<file path="config.mk">
export PLATFORM = sky130hd
export DESIGN_NAME = mult_seq_ctrl
export DESIGN_NICKNAME = d
export VERILOG_FILES = /design/src/rtl/mult_seq_ctrl_pkg.sv /design/src/rtl/mult_seq_ctrl_multiplier_2.sv /design/src/rtl/mult_seq_ctrl.sv
export SDC_FILE = /design/constraint.sdc
export NUM_CORES = 1
export LEC_CHECK = 0
export BUFFER_PORTS_ARGS = -buffer_cell sky130_fd_sc_hd__buf_4
export CAP_MARGIN = 5
export CORE_MARGIN = 10
export CORE_UTILIZATION = 51
export DETAILED_ROUTE_END_ITERATION = 10
export PLACE_DENSITY = 0.71
export SKIP_CTS_REPAIR_TIMING = 1
export SLEW_MARGIN = 5
export SYNTH_ARGS = -nofsm -noshare
export SYNTH_HDL_FRONTEND = slang
export SYNTH_SLANG_ARGS = --single-unit
export TNS_END_PERCENT = 30
</file>
<file path="constraint.sdc">
create_clock -name clk -period 8.8 [get_ports clk]
set_clock_uncertainty 0.1 [all_clocks]
set_input_delay 1.76 -clock clk [delete_from_list [all_inputs] [get_ports clk]]
set_output_delay 1.76 -clock clk [all_outputs]
set_load 0.05 [all_outputs]
</file>
<file path="src/rtl/mult_seq_ctrl_pkg.sv">
// -----------------------------------------------------------------------------
// mult_seq_ctrl_pkg
//   Shared definitions for the digit-serial multiplier controller:
//   digit width of the shared combinational multiplier, controller state
//   encoding, and a helper that derives the digit count from operand width.
// -----------------------------------------------------------------------------
package mult_seq_ctrl_pkg;

  // Width of one operand digit handled by the shared Multiplier_2.
  localparam int DIGIT_W = 2;

  typedef enum logic [1:0] {
    ST_IDLE = 2'd0,
    ST_CALC = 2'd1,
    ST_DONE = 2'd2
  } state_e;

  // Number of DIGIT_W-bit digits in a w-bit operand.
  function automatic int num_digits(input int w);
    return w / DIGIT_W;
  endfunction

endpackage

</file>
<file path="src/rtl/mult_seq_ctrl_multiplier_2.sv">
// -----------------------------------------------------------------------------
// Multiplier_2
//   Existing 2-bit x 2-bit unsigned combinational multiplier shared by the
//   controller.
//   Ports:
//     x  in  2  multiplicand digit
//     y  in  2  multiplier digit
//     z  out 4  product x*y
// -----------------------------------------------------------------------------
module Multiplier_2 (
  input  logic [1:0] x,
  input  logic [1:0] y,
  output logic [3:0] z
);

  // Widen before multiplying so the full 4-bit product is kept.
  assign z = {2'b00, x} * {2'b00, y};

endmodule

</file>
<file path="src/rtl/mult_seq_ctrl.sv">
// -----------------------------------------------------------------------------
// mult_seq_ctrl
//   Computes a W x W unsigned product by stepping through all N*N digit
//   pairs (N = W/2), one per clock, through a single shared Multiplier_2.
//   Each 4-bit partial product is shifted into place and added into a
//   2W-bit accumulator. start/ready/done handshake toward the requester.
//   Ports:
//     clk    in   1   rising-edge clock
//     rst    in   1   synchronous active-high reset
//     start  in   1   request, accepted only while ready=1
//     a      in   W   multiplicand, latched on acceptance
//     b      in   W   multiplier, latched on acceptance
//     ready  out  1   high in IDLE
//     done   out  1   one-cycle pulse when p holds a new result
//     p      out  2W  product, held until the next completion
// -----------------------------------------------------------------------------
module mult_seq_ctrl
  import mult_seq_ctrl_pkg::*;
#(
  parameter int W = 8
) (
  input  logic           clk,
  input  logic           rst,
  input  logic           start,
  input  logic [W-1:0]   a,
  input  logic [W-1:0]   b,
  output logic           ready,
  output logic           done,
  output logic [2*W-1:0] p
);

  localparam int N  = num_digits(W);
  localparam int NN = N * N;
  localparam int KW = (NN > 1) ? $clog2(NN) : 1;
  localparam int PW = 2 * W;

  state_e r_state;
  state_e w_next;

  logic [W-1:0]              r_a;
  logic [W-1:0]              r_b;
  logic [PW-1:0]             r_acc;
  logic [PW-1:0]             r_p;
  logic [KW-1:0]             r_k;

  logic [DIGIT_W-1:0]        w_x;
  logic [DIGIT_W-1:0]        w_y;
  logic [2*DIGIT_W-1:0]      w_z;
  logic [PW-1:0]             w_term;
  logic [PW-1:0]             w_sum;
  logic                      w_last;
  int                        w_i;
  int                        w_j;

  // ---------------------------------------------------------------------------
  // Digit selection and accumulation. Step k walks digit i of a (outer) and
  // digit j of b (inner); the partial product lands at bit 2(i+j).
  // ---------------------------------------------------------------------------
  always_comb begin
    w_i    = int'(r_k) / N;
    w_j    = int'(r_k) % N;
    w_x    = r_a[DIGIT_W*w_i +: DIGIT_W];
    w_y    = r_b[DIGIT_W*w_j +: DIGIT_W];
    w_term = PW'(w_z) << (DIGIT_W * (w_i + w_j));
    w_sum  = r_acc + w_term;
    w_last = (r_k == KW'(NN - 1));
  end

  Multiplier_2 u_multiplier_2 (
    .x (w_x),
    .y (w_y),
    .z (w_z)
  );

  // ---------------------------------------------------------------------------
  // Next-state and decoded outputs
  // ---------------------------------------------------------------------------
  always_comb begin
    // NOTE: every output of this block gets a default first, so no path can
    // leave one unassigned and infer a latch.
    w_next = r_state;
    ready  = 1'b0;
    done   = 1'b0;
    unique case (r_state)
      ST_IDLE: begin
        ready = 1'b1;
        if (start) w_next = ST_CALC;
      end
      ST_CALC: begin
        if (w_last) w_next = ST_DONE;
      end
      ST_DONE: begin
        done   = 1'b1;
        w_next = ST_IDLE;
      end
      default: w_next = ST_IDLE;
    endcase
  end

  // ---------------------------------------------------------------------------
  // State register and datapath. Reset has priority over a same-edge start,
  // and a reset mid-calculation discards the partial sum without a done.
  // ---------------------------------------------------------------------------
  always_ff @(posedge clk) begin
    // NOTE: sequential state uses non-blocking assignments so every register
    // samples the pre-edge values regardless of statement order.
    if (rst) begin
      r_state <= ST_IDLE;
      r_a     <= '0;
      r_b     <= '0;
      r_acc   <= '0;
      r_k     <= '0;
      r_p     <= '0;
    end else begin
      r_state <= w_next;
      unique case (r_state)
        ST_IDLE: begin
          if (start) begin
            r_a   <= a;
            r_b   <= b;
            r_acc <= '0;
            r_k   <= '0;
          end
        end
        ST_CALC: begin
          r_acc <= w_sum;
          // k stops at the last step instead of wrapping.
          if (w_last) r_p <= w_sum;
          else        r_k <= r_k + KW'(1);
        end
        default: ;
      endcase
    end
  end

  assign p = r_p;

endmodule

</file>
==> run summary, run 1 <==
The cell count of the worst reg-to-reg path came out at 13. The critical path depth in cells came out at 13. The post-synth net total came out at 417. The insertion delay of the later-clocked pin in the worst-skew pair came out at 0.31 ns. The number of setup violations in the final report is 0.

The startpoint-to-endpoint class of the critical path is reg -> reg. The worst setup path is captured at a flip-flop. Fill cells in the final layout number between 500 and 600. The starting density of the core came out at 52.3%. The layout-stage area growth over the synthesis result is 12.8%. The clock transition time at the flip-flop clock pins of the worst setup and hold paths came out at approximately 0.1 ns.

sky130_fd_sc_hd__nand2_1 is the most common cell in the netlist. In this run the count of I/O pins placed on the die edge is 37. The total CTS buffers came out at 5. The number of warnings issued by yosys came out at 0. Counting along the longest clock path gives a buffer depth of 2. The proportion of layout cells with a drive suffix above 1 came out at between 15 and 20%. The number of instances in the synthesized netlist is 376. For this run, asynchronously set or reset flops after synthesis account for 0%.

The first global-routing pass estimated 11800 um of wire. The biggest cell delay along the critical path is 0.61 ns. The count of buffers from port buffering is 36. Among all stages on the critical path, the largest delay is contributed by sky130_fd_sc_hd__mux4_1.

Together, buffers and inverters on the worst path number 0. Walking the worst path, the cells encountered are mux4_1 > and2_1 > ha_1 > ha_1 > mux2i_1 > nor2_1 > ha_1 > a21oi_1 > a211oi_2 > o21ai_2 > a31oi_4 > nor2_1 > a2111oi_1. The number of max-capacitance violations reported came out at 0. The kind of path behind the tightest hold check is reg -> reg. The number of distinct library cells after synthesis is 56. The total number of vias came out at between 2000 and 3000. The number of endpoints with negative hold slack in the final report came to 0.

In the routed design, unresolved DRC markers number 0. The length of the first detailed-routing pass in iterations is 4. Counting flops and latches in the post-synthesis netlist gives 54.

The initial DRC count is 145. The number of antenna cells inserted came out at 0. The proportion of netlist area held by the largest area contributor came out at roughly a third. The clock tree root driver cell is sky130_fd_sc_hd__clkbuf_8. The kind of start point of the critical path is a flip-flop. The number of sinks handled by clock tree synthesis came out at 54. Setup repair after global routing left no endpoint under its margin. The data required time at the worst endpoint came out at 8.90 ns. Dividing total power by cell area gives a power density of 130 nW/um^2. The initial antenna violation count is 0. The detailed placement HPWL came out at 5300 um. Of the synthesized area, sequential elements account for 34.9%. Counting instances, the worst hold path has a depth of 2. At the pin with the least slew margin, the transition time is 0.716 ns. The final clock period utilization by the worst path is between 40 and 50%.

In the synthesized netlist the dominant register cell turns out to be sky130_fd_sc_hd__dfxtp_1. The full die area came out at 9590 um^2. The kind of cell with the highest combined delay along the critical path is compound AO/OA/AOI/OAI gates. The commonest cells after synthesis are sky130_fd_sc_hd__nand2_1 (73), sky130_fd_sc_hd__dfxtp_1 (54), sky130_fd_sc_hd__a21oi_1 (48), sky130_fd_sc_hd__nor2_1 (42), sky130_fd_sc_hd__ha_1 (20). Among the stages of the critical path, the cell type that occurs most often is sky130_fd_sc_hd__ha_1. The leftover overflow at the end of global routing came out at 0. The run finished with clean final reports. The cell area reported after detailed placement came out at 3390 um^2. The post-synthesis instance area is 3100 um^2. In the final routed layout, each cell accounts on average for 14.4 um.

For the finished layout, the period the worst path requires is around 3.9 ns. The maximum achievable frequency is 258 MHz. The arrival time of the worst setup path is ~4.0 ns. In this run the static leakage power is approximately 0.0014 uW. The largest fanout of any net on the critical path came out at 7.

The post-layout net count came out at approximately 440. The via count of the first global-routing pass is 2524. The chip height is 97.9 um. The aggregate global-route resource usage is 14.3%. TritonCTS built the clock tree. The number of H-tree branching levels came out at 2. The number of vias per cell is 5.42. The sum of negative setup slack is 0 ns. The relative slew slack is 52.1%. Wires add up to 6910 um. The number of cell rows is 28.

The congestion estimate from routability-driven global placement came to 0.897. The number of enable-type register cells in the synthesized netlist came out at 0. The placeable core area came out at 5920 um^2. The worst-case vdd ir drop is 71.4 uV. Averaged over all synthesized cells, the footprint is ~8 um^2. The finished cells cover 3500 um^2. The count of nets left with antenna violations after detail routing is 0. The final count of pins violating max slew is 0. sky130_fd_sc_hd__dfxtp_1 takes more of the synthesized area than any other cell. The largest net degree at the start of global routing came out at 51. Yosys attributes the largest share of cell area to sky130_fd_sc_hd__dfxtp_1 (35%), sky130_fd_sc_hd__nand2_1 (8.8%), sky130_fd_sc_hd__ha_1 (8.1%). The width of the die came out at 97.9 um.
stage by stage:
step	setup slack [ns]	hold WS, ns	std cells	total power, uW	util (%)
2_1_floorplan	5.23	0.332	376	281	-
3_3_place_gp	5.01	0.341	470	293	57.2
3_5_place_dp	4.91	0.347	470	293	57.2
4_1_cts	4.89	0.361	478	460	59.0
5_1_grt	4.63	0.379	478	474	59.0
6_report	4.92	0.359	478	455	59.0
cells in the final DEF (no fill, tap or decap), drive strengths merged, types with 2 or more instances in the layout:
cell type / count
a211oi: 5
a21o: 5
a21oi: 49
a22o: 2
a22oi: 7
a31oi: 6
and2: 7
buf: 38
clkbuf: 6
dfxtp: 54
fa: 2
ha: 20
inv: 9
mux2i: 2
mux4: 4
nand2: 73
nand2b: 6
nand3: 3
nand3b: 4
nand4: 2
nor2: 42
nor2b: 2
nor3: 4
nor3b: 2
o211ai: 2
o21ai: 14
o22ai: 2
or2: 3
xnor2: 10
xor2: 4
metal layers:
| metal | vias up | wire length (um) | track usage, % |
|---|---|---|---|
| li1 | 1358 | - | - |
| met1 | 1166 | 3170 | 18.0 |
| met2 | 57 | 3320 | 23.5 |
| met3 | 8 | 323 | 3.24 |
| met4 | 0 | 95 | 4.36 |
| met5 | - | 0 | 0 |
cell families after synthesis:
family                     synth area share [%]
xor gates and xnor gates                   3.96
adders and majority gates                  9.37
muxes                                      4.20
AOI/OAI and AO/OA                          21.7
DFF                                        34.9
and+or+nand+nor                            21.8
buffers and inverters                      4.04
layout make-up:
type                    instances  area (um^2)  share of cell area (%)
repair buffers                 38          285                    8.16
multi-input cells             294         1890                    54.1
clock inverters                 2         37.5                    1.07
clock buffers                   6         72.6                    2.08
flip-flops and latches         54         1080                    30.9
well taps                      75         93.8                    2.68
inverters                       9         33.8                   0.966
worst register-to-register path, stage by stage, from the launching register on:
cell	delay, ns
sky130_fd_sc_hd__dfxtp_1	0.48
sky130_fd_sc_hd__mux4_1	0.61
sky130_fd_sc_hd__and2_1	0.18
sky130_fd_sc_hd__ha_1	0.17
sky130_fd_sc_hd__ha_1	0.31
sky130_fd_sc_hd__mux2i_1	0.29
sky130_fd_sc_hd__nor2_1	0.10
sky130_fd_sc_hd__ha_1	0.42
sky130_fd_sc_hd__a21oi_1	0.13
sky130_fd_sc_hd__a211oi_2	0.25
sky130_fd_sc_hd__o21ai_2	0.13
sky130_fd_sc_hd__a31oi_4	0.20
sky130_fd_sc_hd__nor2_1	0.07
sky130_fd_sc_hd__a2111oi_1	0.34
worst paths after layout:
check	start	to	slack (ns)
worst min register to register	p[0]$_SDFFE_PP0P_	p[0]$_SDFFE_PP0P_	0.36
worst max-delay path	r_k[2]$_SDFFE_PP0P_	p[15]$_SDFFE_PP0P_	4.92
worst max register to register	r_k[2]$_SDFFE_PP0P_	p[15]$_SDFFE_PP0P_	4.92
worst min-delay path	p[0]$_SDFFE_PP0P_	p[0]$_SDFFE_PP0P_	0.36
report_power, final:
group / total [uW] / internal, uW / switching [uW]
logic: 34.1 / 14.1 / 20.0
registers: 253 / 249 / 3.77
clock network: 168 / 85.0 / 82.6
state kept, by name (all words and copies together) (netlist names):
| name | count |
|---|---|
| r_b | 8 |
| r_a | 8 |
| r_k | 4 |
| p | 16 |
| r_state | 2 |
| r_acc | 16 |
Note: power is estimated with default switching activity, not from simulation.
==> run 2: changes to the inputs <==
- clock period: 8.8 -> 3.99 ns (I/O delays scaled with it)
==> run summary, run 2 (same netlist as run 1, synthesis figures left out) <==
The worst setup path is captured at a flip-flop. The combined flip-flop and latch cell area is approximately 1100 um^2. The largest net degree at the start of global routing is 51.

The sum of negative setup slack is 0 ns. The total chip power is a little over 1000 uW. The flow ran to the end, and the final reports show no timing, DRC or antenna violations. The path class of the tightest hold or removal check is reg -> reg. Clock tree synthesis selected as its root buffer the cell sky130_fd_sc_hd__clkbuf_8. The total area of multi-input combinational cells came out at around 1900 um^2. The transition at the pin with the smallest max-transition slack is roughly 0.70 ns.

The cell area reported after detailed placement is 3390 um^2. The number of max-capacitance violations reported came out at 0. The final clock period utilization by the worst path came out at 94.2%. The number of vias per cell came out at 5.55. For this run, the slowest stage of the critical path takes approximately 0.57 ns. The post-layout net count is approximately 440. The aggregate routed wire length came out at 7030 um. The post-route netlist has 16.9% of its cells at a drive strength greater than 1. The average wire length per cell after detail routing came out at 14.7 um.

The post-route standard cell area excluding fillers is about 3500 um^2. At the worst endpoint, the arrival time is 3.92 ns. The final count of pins violating max slew is 0. Leaving out fill and tap cells, the most frequent cells in the layout are sky130_fd_sc_hd__nand2_1 (73), sky130_fd_sc_hd__dfxtp_1 (52), sky130_fd_sc_hd__a21oi_1 (48), sky130_fd_sc_hd__nor2_1 (42), sky130_fd_sc_hd__buf_4 (39). The clock transition time at the flip-flop clock pins of the worst setup and hold paths came out at 0.09 ns.

The wire length of the first global-routing pass came out at 11800 um. The total power divided by cell area is 288 nW/um^2. The worst-case vdd ir drop is ~150 uV.

The width of the die came out at 97.9 um. The shortest clock period the worst path allows after layout came out at 3.76 ns. For this design, the sink count on the clock tree is 54. Headroom to the max-slew limit came out at 53.4%.

The leftover overflow at the end of global routing came out at 0. The via count of the first global-routing pass is 2519. Leaving out fill and tap cells, the most frequent cell in the layout is sky130_fd_sc_hd__nand2_1. Setup repair after global routing left no endpoint under its margin.

The data required time at the worst endpoint is 4.15 ns. Once detail routing completed, the nets flagged for antenna violations numbered 0. The maximum achievable frequency is about 270 MHz. The number of antenna cells inserted came out at 0.

The total CTS buffers is 5. The worst register-to-register path has a depth of 12. The detailed placement HPWL is 5170 um.

The number of H-tree branching levels came out at 2. The die covers 9590 um^2. The number of setup violations in the final report is 0.

The largest fanout of any net on the critical path is 7. The layout-stage area growth over the synthesis result came out at 13.4%. The aggregate global-route resource usage came out at 14.1%.

The weighted congestion at the end of routability-driven global placement is 0.850. The remaining design rule violation count came out at 0. Among all stages on the critical path, the largest delay is contributed by sky130_fd_sc_hd__mux4_1. The leakage dissipation is 0.00145 uW. The total number of vias is 2652. The kind of start point of the critical path is a flip-flop.

TritonCTS built the clock tree. The chip height came out at 97.9 um. The clock passes through at most 2 buffers. The count of buffers from port buffering is 36.

Counting stages on the worst path, the most repeated cell is sky130_fd_sc_hd__nand2b_1. 37 I/O pins were placed. In this run, the number of DRC markers left after iteration 0 of detailed routing was ~140.

The number of fill cells in the layout is ~570. The initial antenna violation count came out at 0. The length of the first detailed-routing pass in iterations is 4.

The number of endpoints with negative hold slack in the final report is 0. The clock reaches the later pin of the worst-skew pair after 0.31 ns. After floorplanning, the core was divided into 28 placement rows. The critical path goes through mux4_1 > and2_1 > ha_1 > nand2b_1 > or2_2 > fa_1 > nand2b_1 > a21oi_2 > o21ai_2 > o221a_4 > or4_1 > nand3_1. The critical path is of the reg -> reg type. The worst hold path was traced through 2 stages. The placeable core area came out at 5920 um^2. The starting density of the core is 52.3%.
==> run 2: cell count changes in the layout (fill, tap and decap cells not counted), sizes merged <==
cell      before  now
clkinvlp       1    0
buf           38   39
==> run 2: final cells by class <==
type / count / area share [%]
clock buffers: 6 / 2.35
clock inverters: 1 / 0.854
inverters: 9 / 0.961
multi-input cells: 294 / 54.0
flip-flops and latches: 54 / 30.8
well taps: 75 / 2.67
repair buffers: 39 / 8.33
==> run 2: worst max-delay path: cells and delay by family, from the launching register on <==
| kind | cells | cell delay [ns] |
|---|---|---|
| muxes | 1 | 0.57 |
| DFF | 1 | 0.40 |
| AOI/OAI and AO/OA | 3 | 0.58 |
| adders and majority gates | 2 | 0.78 |
| and+or+nand+nor | 6 | 1.28 |
==> run 2: final timing paths <==
check | slack [ns] | start | endpoint
max | 0.23 | r_k[2]$_SDFFE_PP0P_ | p[12]$_SDFFE_PP0P_
min | 0.36 | p[2]$_SDFFE_PP0P_ | p[2]$_SDFFE_PP0P_
max reg2reg | 0.23 | r_k[2]$_SDFFE_PP0P_ | p[12]$_SDFFE_PP0P_
min reg2reg | 0.36 | p[2]$_SDFFE_PP0P_ | p[2]$_SDFFE_PP0P_
==> run 2: report_power, final <==
group,internal [uW],switching (uW),total [uW]
clock network,201,177,378
logic,31.4,44.6,76.0
registers,550,8.74,559
total,782,230,1010
==> run 2: layer usage <==
| layer | share of wire, % | track usage [%] |
|---|---|---|
| met1 | 45 | 17.4 |
| met2 | 49 | 23.6 |
| met3 | 4.4 | 3.17 |
| met4 | 1.4 | 4.70 |
| met5 | 0 | 0 |
==> run 2: stage by stage <==
step | hold slack (ns) | utilization [%] | std cells | setup slack [ns]
finish | 0.357 | 59.4 | 478 | 0.230
global route | 0.382 | 59.4 | 478 | 0.00864
CTS | 0.359 | 59.2 | 478 | 0.0913
detailed placement | 0.347 | 57.3 | 471 | 0.130
global placement | 0.340 | 57.3 | 471 | 0.216
floorplan | 0.332 | - | 376 | 0.416
==> run 3: changes to the inputs <==
- GPL_TIMING_DRIVEN: unset -> 0
==> run summary, run 3 (same netlist as run 1, synthesis figures left out) <==
In the global route stage, overall resource usage came out at 14.5%. The weighted congestion at the end of routability-driven global placement is approximately 0.90. The flow ran to the end, and the final reports show no timing, DRC or antenna violations. Setup repair after global routing left no endpoint under its margin.

The final critical path takes up a little over nine tenths of the cycle. The worst-case vdd ir drop came out at 173 uV. The via count of the first global-routing pass was 2696. Setup total negative slack on the finished layout was measured at 0 ns. The total CTS buffers is 5. The number of endpoints with negative hold slack in the final report is 0. In the final layout, the share of cells above drive strength 1 is 17.9%. The largest individual stage delay along the critical path comes from the cell sky130_fd_sc_hd__mux4_1.

0 antenna diodes ended up in the layout. The dominant cell type by count on the critical path is sky130_fd_sc_hd__ha_1. The largest fanout of any net on the critical path came out at 7. The largest net degree at the start of global routing came out at 17. The tool flagged a number of max-cap violations equal to 0. STA classifies the critical path startpoint as a flip-flop. The source of the worst register-to-register timing path is r_k[2]$_SDFFE_PP0P_. The post-route standard cell area excluding fillers is 3600 um^2. The critical path is of the reg -> reg type.

The commonest non-fill, non-tap cell in the layout is sky130_fd_sc_hd__nand2_1. The maximum achievable frequency is approximately 260 MHz. The leakage dissipation came out at roughly 0.0015 uW.

From bottom edge to top edge, the die measures roughly 98 um. The leftover overflow at the end of global routing came out at 0. The width of the die is about 98 um.

The total number of vias came out at 2681. Walking the worst path, the cells encountered are mux4_1 > and2_1 > ha_1 > ha_1 > a31oi_1 > nor2_1 > ha_1 > o211ai_1 > a21oi_2 > o2111a_2 > o32ai_2 > xor2_1 > a211oi_1. The min-delay analysis places its worst path in the category reg -> reg.

From synthesis to final layout, the design area changed by 16.1%. The maximum count of clock buffers along a single path is 2. The count of nets left with antenna violations once routing finished came out at 0. The fraction of power consumed by combinational cells is 8.2%. The number of sinks handled by clock tree synthesis is 54. The detailed placement HPWL came out at between 5000 and 6000 um.

The count of buffers from port buffering is 36. For the pin with the worst max-slew slack, the measured transition is around 0.63 ns. The initial DRC count is 130. The remaining design rule violation count came out at 0. The starting density of the core came out at between 50 and 60%. STA puts the critical path data arrival time at 3.88 ns. The average wire length per cell after detail routing came out at ~14 um. For this design the total switching power over the nets is 236 uW. The kind of cell with the highest combined delay along the critical path is compound AO/OA/AOI/OAI gates. The net count of the finished layout is 459.

The number of setup violations in the final report came out at 0. The initial antenna violation count came out at 0. The aggregate routed wire length is roughly 7100 um.

Counting both buffers and inverters, the worst setup path holds a total of 0. The switching share of power is a little under a quarter. Power spread over the standard cell area amounts to 280 nW/um^2. Clock tree synthesis selected as its root buffer the cell sky130_fd_sc_hd__clkbuf_8. The number of vias per cell came out at 5.43. The cell area reported after detailed placement is 3460 um^2. The shortest clock period the worst path allows after layout is 3.80 ns. The full die area came out at 9590 um^2. The final count of pins violating max slew came out at 0.

The worst setup path is captured at a flip-flop. The insertion delay of the later-clocked pin in the worst-skew pair came out at 0.30 ns. Cells fill 60.7% of the core in the end.

The data required time at the worst endpoint is a little over 4 ns. The number of cell rows came out at 28. The clock share of power is 36.6%. The startpoint identified for the worst hold timing path is r_a[2]$_SDFFE_PP0P_. The length of the first detailed-routing pass in iterations is 4.

The launch point of the worst path is r_k[2]$_SDFFE_PP0P_. The number of I/O pins is 37. The first global-routing pass estimated 12100 um of wire. The biggest cell delay along the critical path is 0.59 ns.

The portion of total power attributed to sequential cells is 55.3%. The number of H-tree branching levels is 2. The clock transition time at the flip-flop clock pins of the worst setup and hold paths came out at 0.10 ns. Leaving out fill and tap cells, the most frequent cells in the layout are sky130_fd_sc_hd__nand2_1 (73), sky130_fd_sc_hd__dfxtp_1 (52), sky130_fd_sc_hd__a21oi_1 (47), sky130_fd_sc_hd__nor2_1 (42), sky130_fd_sc_hd__buf_4 (38).

The floorplan step defined a core boundary enclosing 5920 um^2. The clock tree from TritonCTS is done. The internal portion of total power is a little under 800 uW.

The relative slew slack is between 50% and 60%.
run 3: final timing paths:
path                                            end  cells after the start  slack [ns]
worst max-delay path             p[14]$_SDFFE_PP0P_                     13        0.19
worst min-delay path            r_a[2]$_SDFFE_PP0P_                      2        0.36
worst min register to register  r_a[2]$_SDFFE_PP0P_                      2        0.36
worst max register to register   p[14]$_SDFFE_PP0P_                     13        0.19
run 3: layout make-up:
type                            count  area [um^2]
Fill cell                         563         2320
Multi-Input combinational cell    294         1910
Sequential cell                    54         1090
Timing Repair Buffer               36          270
Tap cell                           75         93.8
Buffer                             18         87.6
Clock buffer                        6         72.6
Clock inverter                      2         37.5
Inverter                            9         33.8
run 3: stage by stage:
stage               total power [uW]  hold WS (ns)  instances  worst slack [ns]
finish                          1010         0.357        494             0.192
global placement                 650         0.338        487            0.0359
CTS                             1020         0.358        495           -0.0190
floorplan                        620         0.332        376             0.416
global route                    1050         0.376        494            0.0125
detailed placement               651         0.344        487            0.0182
run 3: routing by layer:
metal	GRT usage [%]	vias up	share of wire, %
li1	-	1394	-
met1	17.0	1226	44
met2	25.7	57	50
met3	3.10	4	4.8
met4	4.14	0	0.89
met5	0	-	0
run 3: power by group through the flow:
stage               registers (uW)  clock network (uW)  logic, uW
detailed placement             570                   0       81.1
CTS                            558                 379       81.5
floorplan                      568                   0       52.2
global placement               570                   0       80.0
finish                         557                 368       82.2
global route                   559                 401       91.6
run 3: tightest hold or removal path, cell delays in order, from the launching register on:
cell,delay (ns)
sky130_fd_sc_hd__dfxtp_1,0.32
sky130_fd_sc_hd__nand2_1,0.05
sky130_fd_sc_hd__a21oi_1,0.05
